--- config.mk ---
export PLATFORM = sky130hd
export DESIGN_NAME = id_ex_stage
export DESIGN_NICKNAME = d
export VERILOG_FILES = /design/src/rtl/id_ex_stage.sv
export SDC_FILE = /design/constraint.sdc
export NUM_CORES = 1
export LEC_CHECK = 0
export BUFFER_PORTS_ARGS = -buffer_cell sky130_fd_sc_hd__buf_2
export CORE_MARGIN = 2
export CORE_UTILIZATION = 50
export CTS_CLUSTER_SIZE = 28
export DETAILED_ROUTE_END_ITERATION = 6
export PLACE_DENSITY = 0.82
export SYNTH_ARGS = -nofsm -noshare
export SYNTH_HDL_FRONTEND = slang
export SYNTH_SLANG_ARGS = --single-unit
--- constraint.sdc ---
create_clock -name clk -period 6.2 [get_ports clk]
set_input_delay 0.62 -clock clk [delete_from_list [all_inputs] [get_ports clk]]
set_output_delay 0.62 -clock clk [all_outputs]
set_load 0.01 [all_outputs]
--- src/rtl/id_ex_stage.sv ---
// ID/EX pipeline register with EX-stage forwarding muxes and load-use detection.
// Bubbles replace the captured instruction on flush or hazard; stall freezes everything.
module id_ex_stage #(
  parameter int DATA_W = 32,
  parameter int REG_W  = 5
) (
  input  logic              clk,
  input  logic              rst_n,
  input  logic              stall,
  input  logic              flush,
  input  logic [DATA_W-1:0] id_read_data_1,
  input  logic [DATA_W-1:0] id_read_data_2,
  input  logic [DATA_W-1:0] id_imm,
  input  logic [REG_W-1:0]  id_rs,
  input  logic [REG_W-1:0]  id_rt,
  input  logic [REG_W-1:0]  id_rd,
  input  logic [2:0]        id_alu_control,
  input  logic              id_alu_src,
  input  logic              id_reg_dst,
  input  logic              id_reg_write,
  input  logic              id_mem_read,
  input  logic              id_mem_write,
  input  logic              id_mem_to_reg,
  input  logic              exmem_reg_write,
  input  logic [REG_W-1:0]  exmem_rd,
  input  logic [DATA_W-1:0] exmem_result,
  input  logic              memwb_reg_write,
  input  logic [REG_W-1:0]  memwb_rd,
  input  logic [DATA_W-1:0] memwb_data,
  output logic [DATA_W-1:0] Read_data_1,
  output logic [DATA_W-1:0] Data_2,
  output logic [2:0]        ALU_control,
  output logic [DATA_W-1:0] ex_store_data,
  output logic [REG_W-1:0]  ex_dest_reg,
  output logic              ex_reg_write,
  output logic              ex_mem_read,
  output logic              ex_mem_write,
  output logic              ex_mem_to_reg,
  output logic              ex_valid,
  output logic              load_use_hazard
);

  typedef struct packed {
    logic [DATA_W-1:0] data_1;
    logic [DATA_W-1:0] data_2;
    logic [DATA_W-1:0] imm;
    logic [REG_W-1:0]  rs;
    logic [REG_W-1:0]  rt;
    logic [REG_W-1:0]  dest;
    logic [2:0]        alu_control;
    logic              alu_src;
    logic              reg_write;
    logic              mem_read;
    logic              mem_write;
    logic              mem_to_reg;
    logic              valid;
  } idex_t;

  idex_t q, cap, nxt;

  always_comb begin
    cap             = '0;
    cap.data_1      = id_read_data_1;
    cap.data_2      = id_read_data_2;
    cap.imm         = id_imm;
    cap.rs          = id_rs;
    cap.rt          = id_rt;
    cap.dest        = id_reg_dst ? id_rd : id_rt;
    cap.alu_control = id_alu_control;
    cap.alu_src     = id_alu_src;
    cap.reg_write   = id_reg_write;
    cap.mem_read    = id_mem_read;
    cap.mem_write   = id_mem_write;
    cap.mem_to_reg  = id_mem_to_reg;
    cap.valid       = 1'b1;
  end

  assign load_use_hazard = q.valid & q.mem_read & (q.rt != '0) &
                           ((q.rt == id_rs) | (q.rt == id_rt));

  // A bubble is an all-zero record, so flush and hazard together still give one bubble.
  assign nxt = (flush | load_use_hazard) ? idex_t'('0) : cap;

  always_ff @(posedge clk or negedge rst_n) begin
    if (!rst_n)      q <= '0;
    else if (!stall) q <= nxt;
  end

  // EX/MEM is the younger producer, so it is checked first; r0 never forwards.
  function automatic logic [DATA_W-1:0] fwd(input logic [REG_W-1:0]  src,
                                            input logic [DATA_W-1:0] reg_val,
                                            input logic              em_we,
                                            input logic [REG_W-1:0]  em_rd,
                                            input logic [DATA_W-1:0] em_val,
                                            input logic              mw_we,
                                            input logic [REG_W-1:0]  mw_rd,
                                            input logic [DATA_W-1:0] mw_val);
    if (em_we && em_rd != '0 && em_rd == src)      return em_val;
    else if (mw_we && mw_rd != '0 && mw_rd == src) return mw_val;
    else                                           return reg_val;
  endfunction

  logic [DATA_W-1:0] fwd_rt;

  assign Read_data_1   = fwd(q.rs, q.data_1, exmem_reg_write, exmem_rd, exmem_result,
                             memwb_reg_write, memwb_rd, memwb_data);
  assign fwd_rt        = fwd(q.rt, q.data_2, exmem_reg_write, exmem_rd, exmem_result,
                             memwb_reg_write, memwb_rd, memwb_data);
  assign ex_store_data = fwd_rt;
  assign Data_2        = q.alu_src ? q.imm : fwd_rt;
  assign ALU_control   = q.alu_control;
  assign ex_dest_reg   = q.dest;
  assign ex_reg_write  = q.reg_write;
  assign ex_mem_read   = q.mem_read;
  assign ex_mem_write  = q.mem_write;
  assign ex_mem_to_reg = q.mem_to_reg;
  assign ex_valid      = q.valid;

endmodule

==> results of run 1 <==
## final cells by class
cell class,instances,area (sq um)
fill,1245,5260
multi-input combinational,553,4260
sequential,120,3000
timing repair buffer,318,1620
clock buffer,22,474
tap,188,235
clock inverter,10,214
inverter,33,124
antenna,4,10.0
## report_power, final
part / switching (mW) / internal [mW] / leakage [nW]
clock: 0.362 / 0.789 / 0.331
sequential: 0.0534 / 0.846 / 1.56
combinational: 0.288 / 0.257 / 2.87
total: 0.704 / 1.89 / 4.77
## per-stage QoR
stage | cell area [sq um] | hold WS (ns) | util (%)
5_1_grt | 9940 | 0.320 | 65.4
6_report | 9950 | 0.265 | 65.4
3_5_place_dp | 9250 | 0.485 | 60.8
3_3_place_gp | 9250 | 0.482 | 60.8
2_1_floorplan | 7800 | 0.324 | -
4_1_cts | 9940 | 0.291 | 65.4
## placed cells by master, fill, tap and decap left out, drive strengths merged, types with 27 or more instances in the layout
cell,n
buf,318
dfrtp,120
a22o,119
nor2b,114
nor2,38
mux2i,37
inv,34
nor3,33
or3,33
mux2,33
o21ai,33
a21oi,33
a31oi,32
xnor2,27
## metal layers
layer | wire length (um) | vias up | global-route usage, % | share of wire, %
met2 | 12000 | 369 | 49.2 | 49
met3 | 1800 | 62 | 6.61 | 7.4
met4 | 851 | 0 | 13.7 | 3.5
met1 | 9820 | 3454 | 35.7 | 40
met5 | 0 | - | 0 | 0
li1 | - | 3330 | - | -
## worst max path at each step
stage          cells past startpoint  slack (ns)         from          to
2_1_floorplan                      7        3.39  exmem_rd[1]  Data_2[10]
3_3_place_gp                       9        2.00  exmem_rd[1]  Data_2[15]
3_5_place_dp                       9        1.94  exmem_rd[1]  Data_2[15]
4_1_cts                            9        1.94  exmem_rd[1]  Data_2[15]
5_1_grt                            9        1.84  exmem_rd[1]  Data_2[15]
6_report                           9        1.91  exmem_rd[1]  Data_2[15]
## Yosys cell counts, drive strengths merged
cell / count / area, sq um
nor2: 38 / 143
buf: 40 / 255
and2: 1 / 6.26
clkbuf: 49 / 184
or2: 1 / 6.26
nor3: 33 / 165
a21oi: 33 / 165
a31oi: 32 / 500
o22ai: 1 / 6.26
or4: 2 / 18.8
a22o: 119 / 1040
nand3: 3 / 15.0
mux2i: 37 / 370
mux2: 33 / 372
nand2: 3 / 11.3
a211o: 1 / 8.76
o311a: 1 / 10.0
nand4: 3 / 18.8
o211ai: 1 / 12.5
xnor2: 27 / 236
o21ai: 33 / 165
inv: 33 / 124
a211oi: 1 / 12.5
or3: 33 / 206
xor2: 3 / 26.3
dfrtp: 120 / 3000
nor2b: 114 / 713
## cell families (layout without fill, tap and decap cells)
logic type	after synthesis	in the layout
compound gates	222	222
xor+xnor	30	30
mux	70	70
buf+inv	122	383
simple gates	231	231
flops	120	120
other cells	0	4
==> qor.csv, run 1 <==
metric,value,unit
total overflow reported by the global router,0,
stage delay of the slowest cell on the critical path,0.63,ns
Critical Path Source Type,input pin,
flip-flop and latch count after synthesis,120,
time the final worst path needs with I/O delays and setup,4.29,ns
power per cell area,261,nW/um^2
clock network latency to the later pin of the worst-skew pair,0.41,ns
number of buffers and inverters on the critical path,4,
number of pins with negative max-slew slack in the final report,0,
post-CTS setup buffer count,0,
clock buffers created by TritonCTS,17,
largest family of logic cells by synthesized area,compound AO/OA/AOI/OAI gates,
maxcap violations,0,
Final Hold Vio Count,0,
number of global-route vias before repair,7034,
initial antenna violation count,2,
HPWL after detailed placement,16600,um
wire length of the first global-routing pass,37400,um
share of layout cells above drive strength 1,38.7,%
Min-Delay Path Class,input pin to asynchronous set/reset pin,
remaining antenna violation count after routing,0,
worst setup slack for register-to-register paths,3.85,ns
Final setup viols,0,
type of the setup path with the least slack,input pin to output pin,
non-filler cells in the finished layout,1248,
number of vias per cell,5.78,
PnR worst setup slack,1.91,ns
Sum Neg Setup Slack,0,ns
worst-path fanout max,33,
register clock-pin slew on the reported worst setup and hold paths,0.06,ns
data arrival time of the critical path,3.67,ns
sinks on the clock net,120,
TritonCTS clock tree,done,
synthesized instance count,795,
proportion of synthesized area in mux cells,9.52,%
quantity of I/O buffers inserted on ports,309,
count of TritonRoute iterations in the first routing pass,5,
number of rows in the core area,45,
share of the synthesized netlist area taken by xor and xnor gates,3.37,%
"arithmetic-cell share of the synthesized area counting full adders, half adders and majority gates",0,%
simple-gate share of the synthesized area,16.7,%
maximum buffer depth of the clock tree,2,
Worst Path Required,5.58,ns
mean instance size in the synthesized netlist,9.81,sq um
Pwr Total,2.60,mW
net count of the mapped netlist,995,
depth of the worst register-to-register path,5,
GR Util All Layers,29.2,%
Reg-to-Reg Start,q[14]$_DFFE_PN0N_,
sequence of cells on the critical path,"buf_2, or4_4, o211ai_4, buf_4, or2_2, buf_4, a31oi_1, mux2_2, buf_2",
H-tree levels,4,
gpl congestion,0.912,
Die ar.,16600,sq um
critical register-to-register path endpoint,q[105]$_DFFE_PN0N_,
post-synth cell types,34,
cell at the slowest stage of the critical path,or2_2,
chip height,129,um
CTS resizes,0,
boundary pin count,310,
effective utilization at floorplan,51.3,%
via count,7215,
Post-Synthesis Cell Area,7800,sq um
compound-gate portion of the synthesized area,24.7,%
setup clock skew after layout,0.00844,ns
Final nets,1243,
critical path capture point type,output pin,
number of DRC violations after detailed-routing iteration 0,398,
max FFs per register,107,
"Hold-fix buffers, CTS",0,
final WL,24500,um
pin count of the biggest net entering global routing,147,
sequential share of the synthesized area,38.5,%
number of warnings issued by yosys,0,
RSZ-0062 raised after global routing,false,
average wire per standard cell,19.6,um
maximum clock rate,0.233,GHz
post-detailed-route DRC marker count,0,
Rel. slew slack,16.9,%
layout overhead on the synthesized area,27.6,%
transition time at the pin with the least slew margin,1.25,ns
IR Drop Worst-Case VDD,0.180,mV
leakage power of the design,4.77,nW
core outline area,15200,sq um
top cell family by delay on the critical path,buffers and inverters,
post-placement cell count,1212,
result of the run,"complete, no violations",
clk root buf,clkbuf_16,
ratio of final minimum period to clock period,69.2,%
die span in x,129,um
pre-CTS WS,1.94,ns
No activity file was read; power rests on OpenSTA's default activity.
==> inputs of run 2 (changes only) <==
clock period = 4.1 ns   (was 6.2 ns; I/O delays follow)
==> run 2 against run 1 <==
  * Largest cell class unchanged
  * Critical path depth down 1
  * Die area did not move
  * Critical endpoint is now Data_2[14]
  * Flip-flop and latch count did not move
  * Critical path type is now flop to output pin
==> qor.csv, run 2 (synthesis results as in run 1) <==
metric,value,unit,change
result of the run,"complete, no violations",,
maximum buffer depth of the clock tree,2,,unchanged
Rel. slew slack,35.4,%,+18 points
post-route core utilization,65.1,%,-0.33 points
time the final worst path needs with I/O delays and setup,3.64,ns,
number of rows in the core area,45,,unchanged
sequence of cells on the critical path,"xnor2_1, nand4_1, buf_4, or2_2, buf_4, a31oi_1, mux2_2, buf_2",,
number of logic stages on the critical path including buffering,8,,-1
clock network latency to the later pin of the worst-skew pair,0.41,ns,about the same
Final Hold Vio Count,0,,unchanged
Final nets,1247,,+0.32%
HPWL after detailed placement,17300,um,+4.0%
total overflow reported by the global router,0,,unchanged
register clock-pin slew on the reported worst setup and hold paths,0.06,ns,about the same
CTS resizes,0,,unchanged
die span in x,129,um,unchanged
Switch Pwr,1.09,mW,+56%
number of global-route vias before repair,6994,,-0.57%
chip height,129,um,unchanged
sinks on the clock net,120,,unchanged
GR Util All Layers,28.9,%,-0.29 points
proportion of power drawn by the clock network,40.3,%,-4.1 points
number of pins with negative max-slew slack in the final report,0,,unchanged
Reg-to-Reg Start,q[14]$_DFFE_PN0N_,,
Final setup viols,0,,unchanged
H-tree levels,4,,unchanged
maxcap violations,0,,unchanged
Min-Delay Path Class,input pin to asynchronous set/reset pin,,
number of buffers and inverters on the critical path,3,,-1
wire length of the first global-routing pass,36700,um,-1.9%
ratio of final minimum period to clock period,88.7,%,
PnR worst setup slack,0.462,ns,-1.45 ns
transition time at the pin with the least slew margin,0.970,ns,-0.277 ns
internal power summed over all cells,2.58,mW,+36%
quantity of I/O buffers inserted on ports,309,,unchanged
cell at the slowest stage of the critical path,buf_4,,
worst setup slack for register-to-register paths,1.74,ns,-2.11 ns
data arrival time of the critical path,3.23,ns,-0.44 ns
setup clock skew after layout,0.00866,ns,+0.000221 ns
Filler cells,1238,,-0.56%
critical path capture point type,output pin,,
remaining antenna violation count after routing,0,,unchanged
maximum clock rate,0.275,GHz,
max FFs per register,107,,unchanged
"Hold-fix buffers, CTS",0,,unchanged
post-detailed-route DRC marker count,0,,unchanged
effective utilization at floorplan,51.3,%,unchanged
most numerous cell on the critical path,buf_4,,
pre-CTS WS,0.861,ns,-1.08 ns
Worst Path Required,3.69,ns,-1.89 ns
depth of the worst register-to-register path,5,,unchanged
gpl congestion,0.924,,+1.3%
Combinational Power Share,22.7,%,+1.7 points
clk root buf,clkbuf_16,,
worst-path fanout max,33,,unchanged
average wire per standard cell,19.7,um,+0.60%
count of TritonRoute iterations in the first routing pass,5,,unchanged
boundary pin count,310,,unchanged
IR Drop Worst-Case VDD,0.273,mV,+52%
part of the power in registers,37.0,%,+2.4 points
share of layout cells above drive strength 1,39.2,%,+0.42 points
layout overhead on the synthesized area,26.9,%,
post-CTS setup buffer count,0,,unchanged
Switching Fraction,29.8,%,+2.7 points
power per cell area,371,nW/um^2,+42%
TritonCTS clock tree,done,,
Sum Neg Setup Slack,0,ns,unchanged
critical register-to-register path endpoint,q[105]$_DFFE_PN0N_,,
"top library cells by usage in the layout, fill and taps aside","307 x buf_2, 119 x dfrtp_1, 119 x a22o_1",,
RSZ-0062 raised after global routing,false,,
leakage power of the design,4.74,nW,-0.57%
number of DRC violations after detailed-routing iteration 0,495,,+24%
via count,7317,,+1.4%
top cell family by delay on the critical path,buffers and inverters,,
number of vias per cell,5.86,,+1.3%
initial antenna violation count,1,,-1
post-route cell area,9900,sq um,-0.50%
Placed Area,9300,sq um,+0.60%
stage delay of the slowest cell on the critical path,0.57,ns,-0.06 ns
pin count of the biggest net entering global routing,126,,-14%
"most common cell after layout, fill and taps aside",buf_2,,
type of the setup path with the least slack,flop to output pin,,
final WL,24600,um,+0.68%
Critical Path Source Type,flop,,
non-filler cells in the finished layout,1249,,+0.080%
clock buffers created by TritonCTS,17,,unchanged
post-placement cell count,1216,,+0.33%
Die ar.,16600,sq um,unchanged
core outline area,15200,sq um,unchanged
run 2: changes by cell type in the layout (fill, tap and decap cells not counted), sizes merged:
cell      delta
clkinv       +1
clkinvlp     +3
buf          +4
inv          +5
diode        -3
bufinv       -4
clkbuf       -5
run 2: final cells by class:
class	instances	area [sq um]	area share (%)
diodes	1	2.50	0.0253
clock buffers	17	425	4.30
clock inverters	15	165	1.67
inverters	33	124	1.25
multi-input cells	553	4260	43.1
flip-flops and latches	120	3000	30.4
well taps	188	235	2.38
repair buffers	322	1680	17.0
run 2: worst register-to-register path, stage by stage, from the launching register on:
cell,delay [ns]
dfrtp_1,0.50
or3_1,0.42
o311a_1,0.34
a21oi_4,0.16
buf_4,0.57
a22o_1,0.29
run 2: worst max path at each step:
stage,startpoint,endpoint,slack (ns)
finish,q[16]$_DFFE_PN0N_,Data_2[14],0.46
global route,q[18]$_DFFE_PN0N_,Data_2[14],0.37
CTS,q[18]$_DFFE_PN0N_,Data_2[14],0.51
detailed placement,exmem_rd[1],Data_2[14],0.86
global placement,exmem_rd[1],Data_2[13],0.96
floorplan,q[18]$_DFFE_PN0N_,Data_2[30],1.70
run 2: stage by stage:
| step | hold WS [ns] | power, mW |
|---|---|---|
| floorplan | 0.114 | 1.85 |
| global placement | 0.482 | 2.19 |
| detailed placement | 0.485 | 2.20 |
| CTS | 0.110 | 3.69 |
| global route | 0.122 | 3.82 |
| finish | 0.0864 | 3.67 |
run 2: metal layers:
layer,up-vias,track usage [%],share of wire [%]
met1,3514,34.2,39
met4,0,15.4,4.4
met2,384,48.9,49
met3,75,7.07,7.5
met5,-,0,0
li1,3344,-,-
run 2: power groups by stage:
stage	combinational (mW)	clock (mW)	sequential, mW
after floorplan	0.518	0	1.34
after global placement	0.814	0	1.37
after detailed placement	0.830	0	1.37
after CTS	0.833	1.50	1.36
after global routing	0.899	1.55	1.37
final	0.833	1.48	1.36
==> inputs of run 3 (changes only) <==
RECOVER_POWER = 50   (was unset)
==> run 3 against run 2 <==
  * The flow now finishes with violations (max-capacitance violations, max-slew violations)
  * Clock power is essentially flat
  * Cell area down 0.27%
  * Sequential power about the same
==> qor.csv, run 3 (synthesis results as in run 1) <==
metric,value,unit,change
total overflow reported by the global router,0,,unchanged
Placed Area,9300,sq um,unchanged
transition time at the pin with the least slew margin,2.54,ns,+1.57 ns
post-route cell area,9870,sq um,-0.27%
critical path capture point type,output pin,,
minimum hold slack,0.0792,ns,-0.00718 ns
register clock-pin slew on the reported worst setup and hold paths,0.06,ns,about the same
Final Hold Vio Count,0,,unchanged
post-placement cell count,1216,,unchanged
violations in the final reports,"max-capacitance violations, max-slew violations",,
number of vias per cell,5.85,,-0.14%
count of TritonRoute iterations in the first routing pass,5,,unchanged
ratio of final minimum period to clock period,89.1,%,+0.32 points
sinks on the clock net,120,,unchanged
layout overhead on the synthesized area,26.6,%,
non-filler cells in the finished layout,1249,,unchanged
number of rows in the core area,45,,unchanged
Filler cells,1240,,+0.16%
GR Util All Layers,28.9,%,unchanged
worst-path fanout max,33,,unchanged
cell at the slowest stage of the critical path,buf_4,,
Worst Path Required,3.69,ns,about the same
stage delay of the slowest cell on the critical path,0.56,ns,about the same
"most common cell after layout, fill and taps aside",buf_2,,
boundary pin count,310,,unchanged
IR Drop Worst-Case VDD,0.274,mV,+0.15%
sequence of cells on the critical path,"xnor2_1, nand4_1, buf_4, or2_2, buf_4, a31oi_1, mux2_2, buf_2",,
"Hold-fix buffers, CTS",0,,unchanged
RSZ-0062 raised after global routing,false,,
launch point of the worst path,q[16]$_DFFE_PN0N_,,
clk root buf,clkbuf_16,,
Min-Delay Path Class,input pin to asynchronous set/reset pin,,
power per cell area,372,nW/um^2,+0.14%
initial antenna violation count,1,,unchanged
core outline area,15200,sq um,unchanged
max FFs per register,107,,unchanged
number of global-route vias before repair,6994,,unchanged
CTS resizes,0,,unchanged
PnR worst setup slack,0.449,ns,-0.0130 ns
data arrival time of the critical path,3.24,ns,about the same
pin count of the biggest net entering global routing,126,,unchanged
Reg-to-Reg Start,q[14]$_DFFE_PN0N_,,
share of layout cells above drive strength 1,37.8,%,-1.3 points
effective utilization at floorplan,51.3,%,unchanged
number of pins with negative max-slew slack in the final report,60,,+60
Rel. slew slack,-69.3,%,-100 points
chip height,129,um,unchanged
HPWL after detailed placement,17300,um,unchanged
remaining antenna violation count after routing,0,,unchanged
final WL,24600,um,about the same
H-tree levels,4,,unchanged
post-detailed-route DRC marker count,0,,unchanged
most numerous cell on the critical path,buf_4,,
TritonCTS clock tree,done,,
post-CTS setup buffer count,0,,unchanged
maxcap violations,1,,+1
Critical Path Source Type,flop,,
Die ar.,16600,sq um,unchanged
maximum clock rate,0.274,GHz,-0.35%
clock buffers created by TritonCTS,17,,unchanged
combined area of the multi-input logic cells,4260,sq um,unchanged
average wire per standard cell,19.7,um,about the same
maximum buffer depth of the clock tree,2,,unchanged
type of the setup path with the least slack,flop to output pin,,
leakage power of the design,4.69,nW,-0.93%
"top library cells by usage in the layout, fill and taps aside","294 x buf_2, 119 x dfrtp_1, 119 x a22o_1",,
pre-CTS WS,0.861,ns,unchanged
FF/Latch Area,3000,sq um,unchanged
via count,7307,,-0.14%
Final nets,1247,,unchanged
die span in x,129,um,unchanged
time the final worst path needs with I/O delays and setup,3.65,ns,+0.0130 ns
wire length of the first global-routing pass,36700,um,unchanged
gpl congestion,0.924,,unchanged
quantity of I/O buffers inserted on ports,309,,unchanged
number of DRC violations after detailed-routing iteration 0,567,,+15%
Final setup viols,0,,unchanged
result of the run,"complete, but fails checks",,
setup clock skew after layout,0.00922,ns,+0.000557 ns
Sum Neg Setup Slack,0,ns,unchanged
clock network latency to the later pin of the worst-skew pair,0.41,ns,about the same
[run 3: cell types whose count changed in the layout (fill, tap and decap cells not counted), sizes merged]
cell          before  now
dlymetal6s4s       0    1
clkbuf            17   31
buf              322  307
[run 3: area by class of cell]
cell class                 count  share of cell area, %
multi-input combinational    553                   43.2
sequential                   120                   30.4
timing repair buffer         322                   16.7
clock buffer                  17                   4.31
tap                          188                   2.38
clock inverter                15                   1.67
inverter                      33                   1.26
antenna                        1                 0.0254
[run 3: routing by layer]
metal / wire length [um] / vias to the layer above / GRT usage [%] / part of all wire, %
met3: 1890 / 81 / 7.07 / 7.7
met5: 0 / - / 0 / 0
met4: 1110 / 0 / 15.4 / 4.5
met2: 11900 / 382 / 48.9 / 49
met1: 9670 / 3499 / 34.2 / 39
li1: - / 3345 / - / -
[run 3: per-stage QoR]
stage                     util [%]  power, mW
after floorplan                  -       1.85
after global placement        61.2       2.19
after detailed placement      61.2       2.20
after CTS                     65.1       3.69
after global routing          64.9       3.82
final                         64.9       3.67
[run 3: worst paths after layout]
| check | depth (start not counted) | to | slack, ns |
|---|---|---|---|
| max | 8 | Data_2[14] | 0.45 |
| min | 1 | ALU_control[0]$_DFFE_PN0N_ | 0.08 |
| max reg2reg | 5 | q[65]$_DFFE_PN0N_ | 1.40 |
| min reg2reg | 1 | q[72]$_DFFE_PN0N_ | 0.50 |
| max in group asynchronous | 2 | q[70]$_DFFE_PN0N_ | 0.99 |
| min in group clk | 3 | q[117]$_DFFE_PN0N_ | 0.33 |
[run 3: worst max-delay path: cells and delay by family (launching register included)]
family,cells,cell delay (ns)
xor+xnor,1,0.17
simple gates,2,0.41
mux,1,0.33
flops,1,0.48
compound gates,1,0.25
buf+inv,3,1.13
[run 3: report_power, final]
| part | internal [mW] | leakage (nW) | switching (mW) | total, mW |
|---|---|---|---|---|
| logic | 0.390 | 2.86 | 0.439 | 0.828 |
| registers | 1.28 | 1.56 | 0.0812 | 1.36 |
| clock network | 0.905 | 0.278 | 0.574 | 1.48 |
| total | 2.57 | 4.69 | 1.09 | 3.67 |
